--- src/rtl/fetch_stage_pkg.sv ---
// rtl/fetch_stage_pkg.sv - shared fetch constants: bubble encoding, reset PC, FSM states
package fetch_stage_pkg;

    localparam logic [31:0] NOP_INSTR = 32'h0000_0000;
    localparam int          RESET_PC  = 0;

    typedef enum logic [1:0] {
        FILL = 2'd0,
        RUN  = 2'd1,
        HOLD = 2'd2
    } fetch_state_e;

endpackage

--- src/rtl/fetch_stage_pc_reg.sv ---
// rtl/fetch_stage_pc_reg.sv - ADDR_W-wide address register with load enable and sync active-low reset
module pc_reg
    import fetch_stage_pkg::*;
#(
    parameter int ADDR_W = 12
) (
    input  logic              clock,
    input  logic              reset_n,
    input  logic              load,
    input  logic [ADDR_W-1:0] load_value,
    output logic [ADDR_W-1:0] value
);

    logic [ADDR_W-1:0] value_q;
    logic [ADDR_W-1:0] value_d;

    always_comb begin
        value_d = load ? load_value : value_q;
    end

    always_ff @(posedge clock) begin
        if (!reset_n) begin
            value_q <= ADDR_W'(RESET_PC);
        end else begin
            value_q <= value_d;
        end
    end

    assign value = value_q;

endmodule

--- src/rtl/fetch_stage.sv ---
// rtl/fetch_stage.sv - instruction fetch stage for a synchronous IMEM with stall/redirect
// Optional FETCH_PERF_CNT_EN adds fetch_count/bubble_count outputs.
module fetch_stage
    import fetch_stage_pkg::*;
#(
    parameter int ADDR_W = 12
) (
    input  logic              clock,
    input  logic              reset_n,
    input  logic              stall,
    input  logic              redirect,
    input  logic [31:0]       redirect_target,
    output logic [ADDR_W-1:0] imem_addr,
    input  logic [31:0]       imem_data,
    output logic [31:0]       if_instr,
    output logic [31:0]       if_pc_plus1,
`ifdef FETCH_PERF_CNT_EN
    output logic [31:0]       fetch_count,
    output logic [31:0]       bubble_count,
`endif
    output logic              if_valid
);

    fetch_state_e      state_q, state_d;
    logic [ADDR_W-1:0] pc_q, pc_d, resp_pc_q, resp_pc_d, target;
    logic              pc_ld, resp_ld, resp_valid;
    logic [31:0]       instr_q, instr_d, pc_plus1_q, pc_plus1_d;
    logic              valid_q, valid_d;
    logic              load_valid, load_bubble;

    pc_reg #(.ADDR_W(ADDR_W)) u_pc_reg (
        .clock      (clock),
        .reset_n    (reset_n),
        .load       (pc_ld),
        .load_value (pc_d),
        .value      (pc_q)
    );

    pc_reg #(.ADDR_W(ADDR_W)) u_resp_pc_reg (
        .clock      (clock),
        .reset_n    (reset_n),
        .load       (resp_ld),
        .load_value (resp_pc_d),
        .value      (resp_pc_q)
    );

    assign resp_valid = (state_q != FILL);
    assign target     = redirect_target[ADDR_W-1:0];

    always_comb begin
        state_d     = state_q;
        pc_ld       = 1'b0;
        resp_ld     = 1'b0;
        pc_d        = pc_q + ADDR_W'(1);
        resp_pc_d   = pc_q;
        load_valid  = 1'b0;
        load_bubble = 1'b0;
        instr_d     = instr_q;
        pc_plus1_d  = pc_plus1_q;
        valid_d     = valid_q;

        if (redirect) begin
            pc_ld       = 1'b1;
            pc_d        = target + ADDR_W'(1);
            resp_ld     = 1'b1;
            resp_pc_d   = target;
            state_d     = RUN;
            load_bubble = 1'b1;
        end else if (stall) begin
            state_d = resp_valid ? HOLD : FILL;
        end else begin
            pc_ld   = 1'b1;
            resp_ld = 1'b1;
            state_d = RUN;
            if (resp_valid) begin
                load_valid = 1'b1;
            end else begin
                load_bubble = 1'b1;
            end
        end

        if (load_bubble) begin
            instr_d    = NOP_INSTR;
            pc_plus1_d = 32'd0;
            valid_d    = 1'b0;
        end else if (load_valid) begin
            instr_d    = imem_data;
            pc_plus1_d = 32'(resp_pc_q) + 32'd1;  // zero-extended, no wrap at 2^ADDR_W
            valid_d    = 1'b1;
        end

        // Re-issuing resp_pc_q during a stall keeps imem_data stable for release.
        imem_addr = redirect ? target : (stall ? resp_pc_q : pc_q);
    end

    always_ff @(posedge clock) begin
        if (!reset_n) begin
            state_q    <= FILL;
            instr_q    <= NOP_INSTR;
            pc_plus1_q <= 32'd0;
            valid_q    <= 1'b0;
        end else begin
            state_q    <= state_d;
            instr_q    <= instr_d;
            pc_plus1_q <= pc_plus1_d;
            valid_q    <= valid_d;
        end
    end

    assign if_instr    = instr_q;
    assign if_pc_plus1 = pc_plus1_q;
    assign if_valid    = valid_q;

`ifdef FETCH_PERF_CNT_EN
    logic [31:0] fetch_count_q, fetch_count_d, bubble_count_q, bubble_count_d;

    always_comb begin
        fetch_count_d  = fetch_count_q + (load_valid ? 32'd1 : 32'd0);
        bubble_count_d = bubble_count_q + (load_bubble ? 32'd1 : 32'd0);
    end

    always_ff @(posedge clock) begin
        if (!reset_n) begin
            fetch_count_q  <= 32'd0;
            bubble_count_q <= 32'd0;
        end else begin
            fetch_count_q  <= fetch_count_d;
            bubble_count_q <= bubble_count_d;
        end
    end

    assign fetch_count  = fetch_count_q;
    assign bubble_count = bubble_count_q;
`endif

endmodule

--- config.mk ---
export PLATFORM = sky130hd
export DESIGN_NAME = fetch_stage
export DESIGN_NICKNAME = d
export VERILOG_FILES = /design/src/rtl/fetch_stage_pkg.sv /design/src/rtl/fetch_stage_pc_reg.sv /design/src/rtl/fetch_stage.sv
export SDC_FILE = /design/constraint.sdc
export NUM_CORES = 1
export LEC_CHECK = 0
export BUFFER_PORTS_ARGS = -buffer_cell sky130_fd_sc_hd__buf_2
export CORE_ASPECT_RATIO = 1.75
export CORE_UTILIZATION = 48
export DETAILED_ROUTE_END_ITERATION = 8
export PLACE_DENSITY = 0.8
export SYNTH_ARGS = -nofsm -noshare
export SYNTH_HDL_FRONTEND = slang
export SYNTH_SLANG_ARGS = --single-unit
--- constraint.sdc ---
create_clock -name clock -period 3.38 [get_ports clock]
set_input_delay 0.338 -clock clock [delete_from_list [all_inputs] [get_ports clock]]
set_output_delay 0.338 -clock clock [all_outputs]
set_load 0.01 [all_outputs]
==> results of run 1 <==
-- cells by family (layout without fill, tap and decap cells) --
kind of cell               Yosys count  count (layout)  synth area share, %
and+or+nand+nor                    165             165                22.66
AOI/OAI and AO/OA                   86              86                15.56
DFF                                 72              72                42.37
buffers and inverters               48             132                7.723
xor gates and xnor gates            26              26                6.694
muxes                               14              14                4.156
adders and majority gates            2               2               0.7354
other                                1              19               0.1102
-- area by class of cell --
cell class | instances | share of cell area, %
Clock buffer | 10 | 5.567
Sequential cell | 72 | 33.58
Inverter | 5 | 0.4372
Clock inverter | 6 | 3.031
Multi-Input combinational cell | 312 | 41.65
Timing Repair Buffer | 111 | 13.29
Tap cell | 84 | 2.448
-- metal layers --
metal	wire (um)	vias to the layer above	GRT usage, %
li1	-	1564	-
met1	2927	1385	21.39
met2	3962	106	36.46
met3	367	19	5.400
met4	252	0	12.46
met5	0	-	0
-- worst reg2reg max path, cell delays in order (launching register included) --
cell	delay, ns
dfxtp_1	0.37
inv_1	0.05
o21ai_0	0.17
ha_1	0.26
inv_1	0.11
a2111oi_0	0.65
nand2b_1	0.15
xnor2_1	0.17
o211a_1	0.21
-- registers in the layout, summed over array words and instances, names as in the netlist --
| register | flops |
|---|---|
| u_resp_pc_reg.value | 12 |
| state_q | 2 |
| if_valid | 1 |
| if_instr | 32 |
| u_pc_reg.value | 12 |
| if_pc_plus1 | 13 |
-- worst paths after layout --
kind | endpoint | slack (ns) | depth (start not counted)
worst min-delay path | if_instr[22] | 0.25 | 3
worst max register to register | u_pc_reg.value[6] | 1.13 | 8
worst max-delay path | u_pc_reg.value[6] | 1.13 | 8
worst min register to register | if_instr[25] | 0.45 | 2
-- cells in the final DEF, fill, tap and decap left out, types with 2 or more instances in the layout --
cell,instances
and3_1,6
o21ai_0,12
ha_1,2
a21oi_1,40
buf_4,6
a211oi_1,15
nand3b_1,5
nor2b_1,3
nand4_1,2
nand3_1,10
dfxtp_1,72
a31o_2,2
xor2_1,12
nor3_1,4
or3_1,2
bufinv_16,4
conb_1,19
and2_1,11
nand2b_1,2
mux2i_1,13
clkbuf_16,9
inv_1,4
xnor2_1,14
clkinv_2,2
a22oi_1,3
buf_2,105
nand4b_1,2
nand2_1,91
nor2_1,23
o22ai_1,4
-- per-stage QoR --
| stage | util [%] | total power [W] | instance area [sq um] | setup slack [ns] |
|---|---|---|---|---|
| after floorplan | - | 0.001071 | 3470 | 0.8490 |
| after global placement | 57.23 | 0.001130 | 3924 | 1.013 |
| after detailed placement | 57.23 | 0.001136 | 3924 | 0.9053 |
| after CTS | 62.61 | 0.002292 | 4293 | 1.109 |
| after global routing | 62.61 | 0.002349 | 4293 | 0.9416 |
| final | 62.61 | 0.002266 | 4293 | 1.133 |
-- power by group --
| part | total, W | leakage [nW] | internal [W] | switching, W |
|---|---|---|---|---|
| Combinational | 0.000214 | 1.10 | 0.0000880 | 0.000126 |
| Clock | 0.00115 | 0.182 | 0.000812 | 0.000335 |
| Sequential | 0.000905 | 0.586 | 0.000877 | 0.0000281 |
| Total | 0.00227 | 1.87 | 0.00178 | 0.000490 |
==> flow_summary.ini, run 1 <==
[final_layout]
multi_input_area_sq_um = 1788
diodes = 0
fin_cells = 600
regArea_sq_um = 1441
drive_gt1_share_pct = 26.36
syn2layout_area_growth_pct = 26.19
fillers = 602
nNetsFinal = 581

[sta]
timing.final.max_slew_violations = 0
rsz0062_at_grt = no
slew_headroom_pct = 45.39
fin_crit_sh_pct = 66.49
finalClockSkew_ns = 0.006358
holdWs_ns = 0.2469
fmax_mhz = 445.0
tightest_slew_ns = 0.7986
finalHoldViolCount = 0
setup_viol = 0
fin_setup_tns_ns = 0
period_minus_slack_ns = 2.247

[yosys]
synth.area.top_cells = dfxtp_1 (42%), nand2_1 (10%), a21oi_1 (5.9%)
synth_cell_types = 45
synth_top_area_cell = dfxtp_1
syn_area_per_cell_sq_um = 8.217
netlist_instances = 414
syn_area_sq_um = 3402
ys_seq_elements = 72
synth_top_cell_area_share_pct = 42.37
ys_seq_area_share_pct = 42.37
synth_edf_count = 0
synthFlopType = dfxtp_1
ys.warnings.count = 0
synth-async-reset-ratio_pct = 0
synth_most_common_cell = nand2_1
ys_top_cells_by_count = nand2_1 (91), dfxtp_1 (72), a21oi_1 (40), nor2_1 (23)

[floorplanning]
chipHeight_um = 113.4
die_area_sq_um = 7442
coreArea_sq_um = 6857
start_util_pct = 49.62
placement_rows = 40
dieWidth_um = 65.64
num_io_pins = 145

[critical_path]
path_cells = inv_1 -> o21ai_0 -> ha_1 -> inv_1 -> a2111oi_0 -> nand2b_1 -> xnor2_1 -> o211a_1
max_stage_delay_ns = 0.65
critPathKind = flip-flop to flip-flop
cp_data_arrival_time_ns = 2.47
r2r-start = u_pc_reg.value[1]
cpLargestDelayFamily = compound AO/OA/AOI/OAI gates
critical_path.startpoint = u_pc_reg.value[1]
cp-end-kind = flip-flop
startpoint_type = flip-flop
critPathBufInv = 2
worstPathRequired_ns = 3.60
crit_fanout = 4
crit_top_cell = inv_1
cp_slowest_cell = a2111oi_0

[clocking]
cts_tree = yes
post_cts_resized = 0
cts_buffer_depth = 2
htreeDepth = 3
clockRootBuffer = clkbuf_16
clk_latency_ns = 0.33
path_clk_slew_ns = 0.05
post_cts_buffers = 0
cts-hold-fix-buffers = 0
cts_buffers = 9
clock-sinks = 72

[placement]
dp_hpwl_mm = 5.472
place_inst = 584
port_buffers = 105
place.gp.congestion = 0.8743

[detailed_routing]
num_vias = 3074
totalWireLength_mm = 7.509
postRouteAntennaNets = 0
drtPass1Iterations = 4
drcViolationCount = 0
wl_per_cell_um = 12.52
drt_iter0_drc = 129
viasPerCell = 5.123

[grt]
grt_max_degree = 58
grtUsageTotal_pct = 20.79
grt_overflow_total = 0
antenna_found_initial = 0
grt_pass1_wl_mm = 12.03
first_global_vias = 2744

[status]
status = complete, no violations

[job]
drv_cap = 0

[power]
vdd_drop_max_mv = 0.3082
p_per_area_nw_per_um2 = 527.9
leakage_nw = 1.873

[worst_hold_path]
hold_path.class = input pin to flip-flop
hold_start = imem_data[22]
Note: power is estimated with default switching activity, not from simulation.
==> run 2: changes to the inputs <==
Settings changed: ABC_AREA set to 1, PLACE_DENSITY 0.8 to 0.81.
Clock period 3.38 ns to 2.31 ns, I/O delays scaled along.
==> run 2 against run 1 <==
Die area fell by 1.5%. Worst setup slack got worse by 0.54 ns. Register-to-register slack got worse by 0.47 ns. Clock skew fell by 0.0013 ns. Critical path depth fell by 1. Largest power group unchanged. Highest routed layer unchanged.
==> flow_summary.ini, run 2 <==
[clocking]
htreeDepth = 3
cts_tree = yes
clockRootBuffer = clkbuf_16
cts-hold-fix-buffers = 0
clock-sinks = 72
cts_buffers = 9
path_clk_slew_ns = 0.05
clk_latency_ns = 0.33
cts_buffer_depth = 2
post_cts_resized = 0
post_cts_buffers = 0

[floorplanning]
placement_rows = 39
chipHeight_um = 112.5
num_io_pins = 145
coreArea_sq_um = 6636
start_util_pct = 50.47
dieWidth_um = 65.15
die_area_sq_um = 7329

[power]
p_per_area_nw_per_um2 = 722.3
leakage_nw = 2.065
vdd_drop_max_mv = 0.3698

[yosys]
netlist_instances = 475
synth-async-reset-ratio_pct = 0
syn_area_per_cell_sq_um = 7.051
synth_most_common_cell = nand2_1
synth.area.top_cells = dfxtp_1 (43%), nand2_1 (18%), a21oi_1 (6.4%)
ys_seq_area_share_pct = 43.03
ys_seq_elements = 72
ys.warnings.count = 0
synthFlopType = dfxtp_1
synth_cell_types = 31
syn_area_sq_um = 3349
synth_top_cell_area_share_pct = 43.03
ys_top_cells_by_count = nand2_1 (162), dfxtp_1 (72), a21oi_1 (43), inv_1 (38), nor2_1 (29)
synth_top_area_cell = dfxtp_1
synth_edf_count = 0

[grt]
first_global_vias = 2906
grt_max_degree = 35
antenna_found_initial = 0
grt_pass1_wl_mm = 12.38
grtUsageTotal_pct = 21.79
grt_overflow_total = 0

[critical_path]
r2r_end = if_pc_plus1[10]
cp-end-kind = output pin
crit_fanout = 16
critical_path.startpoint = redirect
cp_data_arrival_time_ns = 1.49
cp-endpoint = imem_addr[7]
worstPathRequired_ns = 2.08
reg2reg_depth = 7
rrSetupSlack_ns = 0.66
startpoint_type = input pin
critPathKind = input pin to output pin
r2r-start = u_resp_pc_reg.value[0]

[detailed_routing]
postRouteAntennaNets = 0
drcViolationCount = 0
wl_per_cell_um = 11.65
totalWireLength_mm = 7.761
drt_iter0_drc = 155
drtPass1Iterations = 4
num_vias = 3195
viasPerCell = 4.797

[job]
drv_cap = 0

[status]
status = complete, no violations

[final_layout]
nNetsFinal = 649
syn2layout_area_growth_pct = 23.98
drive_gt1_share_pct = 26.71
largest_reg_flops = 32
final_common_cell = nand2_1
fin_cells = 666
regArea_sq_um = 1441
final_cell_mix = nand2_1 (162), buf_2 (105), dfxtp_1 (72)
multi_input_area_sq_um = 1569
diodes = 0
fillers = 609

[sta]
setup_viol = 0
finalClockSkew_ns = 0.005040
setup_slack_ns = 0.5931
fin_crit_sh_pct = 74.32
period_minus_slack_ns = 1.717
fmax_mhz = 582.4
holdWs_ns = 0.1523
fin_setup_tns_ns = 0
timing.final.max_slew_violations = 0
rsz0062_at_grt = no
finalHoldViolCount = 0

[placement]
place_worst_setup_slack_ns = 0.5550
place.gp.congestion = 0.9104
dp_hpwl_mm = 5.801
port_buffers = 105
place_inst = 650

[worst_hold_path]
hold_path.class = input pin to flip-flop
run 2: cell count changes after synthesis, sizes merged, moves of 6 or more:
cell / delta
nand2: +89
inv: +37
clkbuf: -18
a211oi: -14
buf: +13
mux2i: -13
o21ai: +13
xnor2: -13
nor2: +11
and2: -10
nand3: +10
xor2: -7
and3: -6
nand3b: -6
run 2: stage by stage:
| step | instance area, sq um | utilization, % | power (W) |
|---|---|---|---|
| after floorplan | 3417 | - | 0.001561 |
| after global placement | 3852 | 58.05 | 0.001641 |
| after detailed placement | 3852 | 58.05 | 0.001650 |
| after CTS | 4153 | 62.58 | 0.003026 |
| after global routing | 4153 | 62.58 | 0.003113 |
| final | 4153 | 62.58 | 0.003000 |
run 2: critical path, stage by stage:
cell and delay (ns):
buf_2 0.33, inv_2 0.13, nand2_2 0.18, buf_4 0.21, nand2_1 0.06, o21ai_0 0.14
buf_2 0.20
run 2: cells by family (layout without fill, tap and decap cells):
group / Yosys count / count (layout) / synth area share [%]
AND/OR/NAND/NOR: 241 / 241 / 30.82
buffers and inverters: 79 / 170 / 12.14
AO/OA/AOI/OAI: 74 / 74 / 11.58
flip-flops: 72 / 72 / 43.03
XOR/XNOR: 6 / 6 / 1.569
adder cells (fa/ha/maj): 2 / 2 / 0.7470
other: 1 / 19 / 0.1120
run 2: worst min path at each step:
stage,from,to,slack [ns],depth (start not counted)
2_1_floorplan,reset_n,u_resp_pc_reg.value[0],0.33,2
3_5_place_dp,u_pc_reg.value[6],u_pc_reg.value[6],0.45,2
5_1_grt,imem_data[29],if_instr[29],0.15,3
6_report,imem_data[18],if_instr[18],0.15,3
4_1_cts,imem_data[15],if_instr[15],0.14,3
3_3_place_gp,u_pc_reg.value[9],u_pc_reg.value[9],0.44,2
run 2: layout make-up:
type,instances,share of cell area [%]
multi-input combinational,342,37.78
sequential,72,34.71
timing repair buffer,113,14.10
clock buffer,13,6.267
inverter,41,3.706
tap,82,2.471
clock inverter,3,0.9641
run 2: metal layers:
metal / wire length, um / global-route usage (%)
met2: 4145 / 40.83
met1: 2962 / 21.67
met4: 142 / 9.855
met5: 0 / 0
met3: 511 / 5.488
run 2: report_power, final:
| group | switching [W] | internal [W] |
|---|---|---|
| combinational | 0.000207 | 0.000114 |
| clock | 0.000482 | 0.000890 |
| sequential | 0.0000243 | 0.00128 |
| total | 0.000713 | 0.00229 |
==> run 3: changes to the inputs <==
Settings changed: ABC_AREA 1 to 0, PLACE_DENSITY 0.81 to 0.8.
Clock period 2.31 ns to 1.6 ns, I/O delays scaled along.
==> run 3 against run 2 <==
The run now ends with negative setup slack left. Worst hold slack worse by 0.088 ns. Power up 41%. Die area up 1.5%. Sequential power up 46%. Wire length up 6.7%. Global-route usage up 1.3 points. Non-clock buffer count up 29. Critical path depth up 1. First-iteration DRC count up 5.8%. Critical path type is now flip-flop to flip-flop.
==> flow_summary.ini, run 3 (synthesized netlist as in run 1, its figures left out) <==
[grt]
antenna_found_initial = 0
grt_pass1_wl_mm = 13.28
grt_max_degree = 58
grtUsageTotal_pct = 23.12
first_global_vias = 2957
grt_overflow_total = 0

[final_layout]
fillers = 594
final_cell_mix = buf_2 (105), nand2_1 (91), dfxtp_1 (68)
fin_util_pct = 66.99
nNetsFinal = 612
syn2layout_area_growth_pct = 35.01
drive_gt1_share_pct = 33.64
final_common_cell = buf_2
diodes = 0
largest_reg_flops = 32

[critical_path]
max_stage_delay_ns = 0.36
cp_slowest_cell = dfxtp_4
startpoint_type = flip-flop
path_cells = inv_2 -> o21ai_2 -> ha_4 -> inv_4 -> a211oi_4 -> nand4_1 -> a31o_2 -> a21oi_2
cp_data_arrival_time_ns = 1.94
crit_fanout = 6
worstPathRequired_ns = 1.86
critPathKind = flip-flop to flip-flop
cp-end-kind = flip-flop

[detailed_routing]
viasPerCell = 5.114
postRouteAntennaNets = 0
totalWireLength_mm = 8.284
drtPass1Iterations = 4
wl_per_cell_um = 13.13
num_vias = 3227
drcViolationCount = 0
drt_iter0_drc = 164

[floorplanning]
die_area_sq_um = 7442
coreArea_sq_um = 6857
start_util_pct = 49.62
placement_rows = 40
chipHeight_um = 113.4
num_io_pins = 145
dieWidth_um = 65.64

[sta]
setup_viol = 4
fmax_mhz = 598.2
setup_slack_ns = -0.07163
period_minus_slack_ns = 1.672
finalHoldViolCount = 0
finalClockSkew_ns = 0.002539
timing.final.max_slew_violations = 0
tightest_slew_ns = 0.4679
rsz0062_at_grt = yes
holdWs_ns = 0.06431
slew_headroom_pct = 67.91
fin_crit_sh_pct = 104.5

[clocking]
cts_buffer_depth = 2
clockRootBuffer = clkbuf_16
htreeDepth = 3
path_clk_slew_ns = 0.05
cts-hold-fix-buffers = 0
cts_buffers = 9
clk_latency_ns = 0.33
cts_tree = yes
clock-sinks = 72

[status]
status = complete, but fails checks
violations = negative setup slack

[placement]
port_buffers = 105
dp_hpwl_mm = 5.996
place.gp.congestion = 0.8784

[job]
drv_cap = 0

[power]
leakage_nw = 2.004
vdd_drop_max_mv = 0.6634
p_per_area_nw_per_um2 = 921.9

[worst_hold_path]
hold_path.class = input pin to flip-flop
run 3: cell count changes in the layout (fill, tap and decap cells not counted), moves of 7 or more:
cell      previous run  this run
buf_4                8        31
inv_1               38         2
xor2_1               5        12
and2_1               1        11
a211oi_1             2        13
mux2i_1              0        13
nand3_1             20        10
nand2_2             14         0
nand2_1            162        91
o21ai_0             20         9
xnor2_1              1        14
run 3: worst max-delay path, delay by kind of cell (launching register included):
family | cells | cell delay, ns
AO/OA/AOI/OAI | 4 | 0.83
AND/OR/NAND/NOR | 1 | 0.16
flip-flops | 1 | 0.36
adder cells (fa/ha/maj) | 1 | 0.17
buffers and inverters | 2 | 0.08
run 3: final timing paths:
kind	start	endpoint	slack (ns)	cells past startpoint
max	u_pc_reg.value[1]	u_pc_reg.value[10]	-0.07	8
max reg2reg	u_pc_reg.value[1]	u_pc_reg.value[10]	-0.07	8
min	imem_data[1]	if_instr[1]	0.06	3
min reg2reg	if_instr[7]	if_instr[7]	0.45	2
run 3: layer usage:
layer,vias up,part of all wire [%],track usage [%]
met5,-,0,0
met4,0,2.5,10.87
met3,16,5.3,5.200
met2,106,54,41.84
met1,1474,38,24.39
li1,1631,-,-
run 3: timing repair:
item | in CTS | in global routing
buffers inserted | 3 | 2
resized for setup | 5 | 8
gates cloned | 0 | 0
endpoints found under the setup margin | 8 | 14
pin swaps | 6 | 7
run 3: cell type report:
class                      count  area (sq um)  area share [%]
timing repair buffer         142         878.3           19.12
sequential                    72          1449           31.54
tap                           84         105.1           2.288
inverter                       5         21.27          0.4631
multi-input combinational    312          1874           40.81
clock buffer                  10         229.0           4.985
clock inverter                 6         36.28          0.7900
run 3: through the flow:
stage          total power, W  area, sq um  setup WS (ns)  instances  setup TNS (ns)
2_1_floorplan        0.002289         3553        -0.2611        432          -1.171
3_3_place_gp         0.002482         4253        -0.1265        610         -0.4283
3_5_place_dp         0.002499         4253        -0.1645        610         -0.6663
4_1_cts              0.004275         4552       -0.05122        629        -0.09974
5_1_grt              0.004424         4593        -0.1400        631         -0.5550
6_report             0.004235         4593       -0.07163        631         -0.1587
run 3: report_power, final:
group | switching (W) | internal [W] | leakage, nW | total, W
clock | 0.000717 | 0.00104 | 0.132 | 0.00175
sequential | 0.0000533 | 0.00185 | 0.588 | 0.00191
combinational | 0.000314 | 0.000259 | 1.28 | 0.000573
total | 0.00108 | 0.00315 | 2.00 | 0.00423
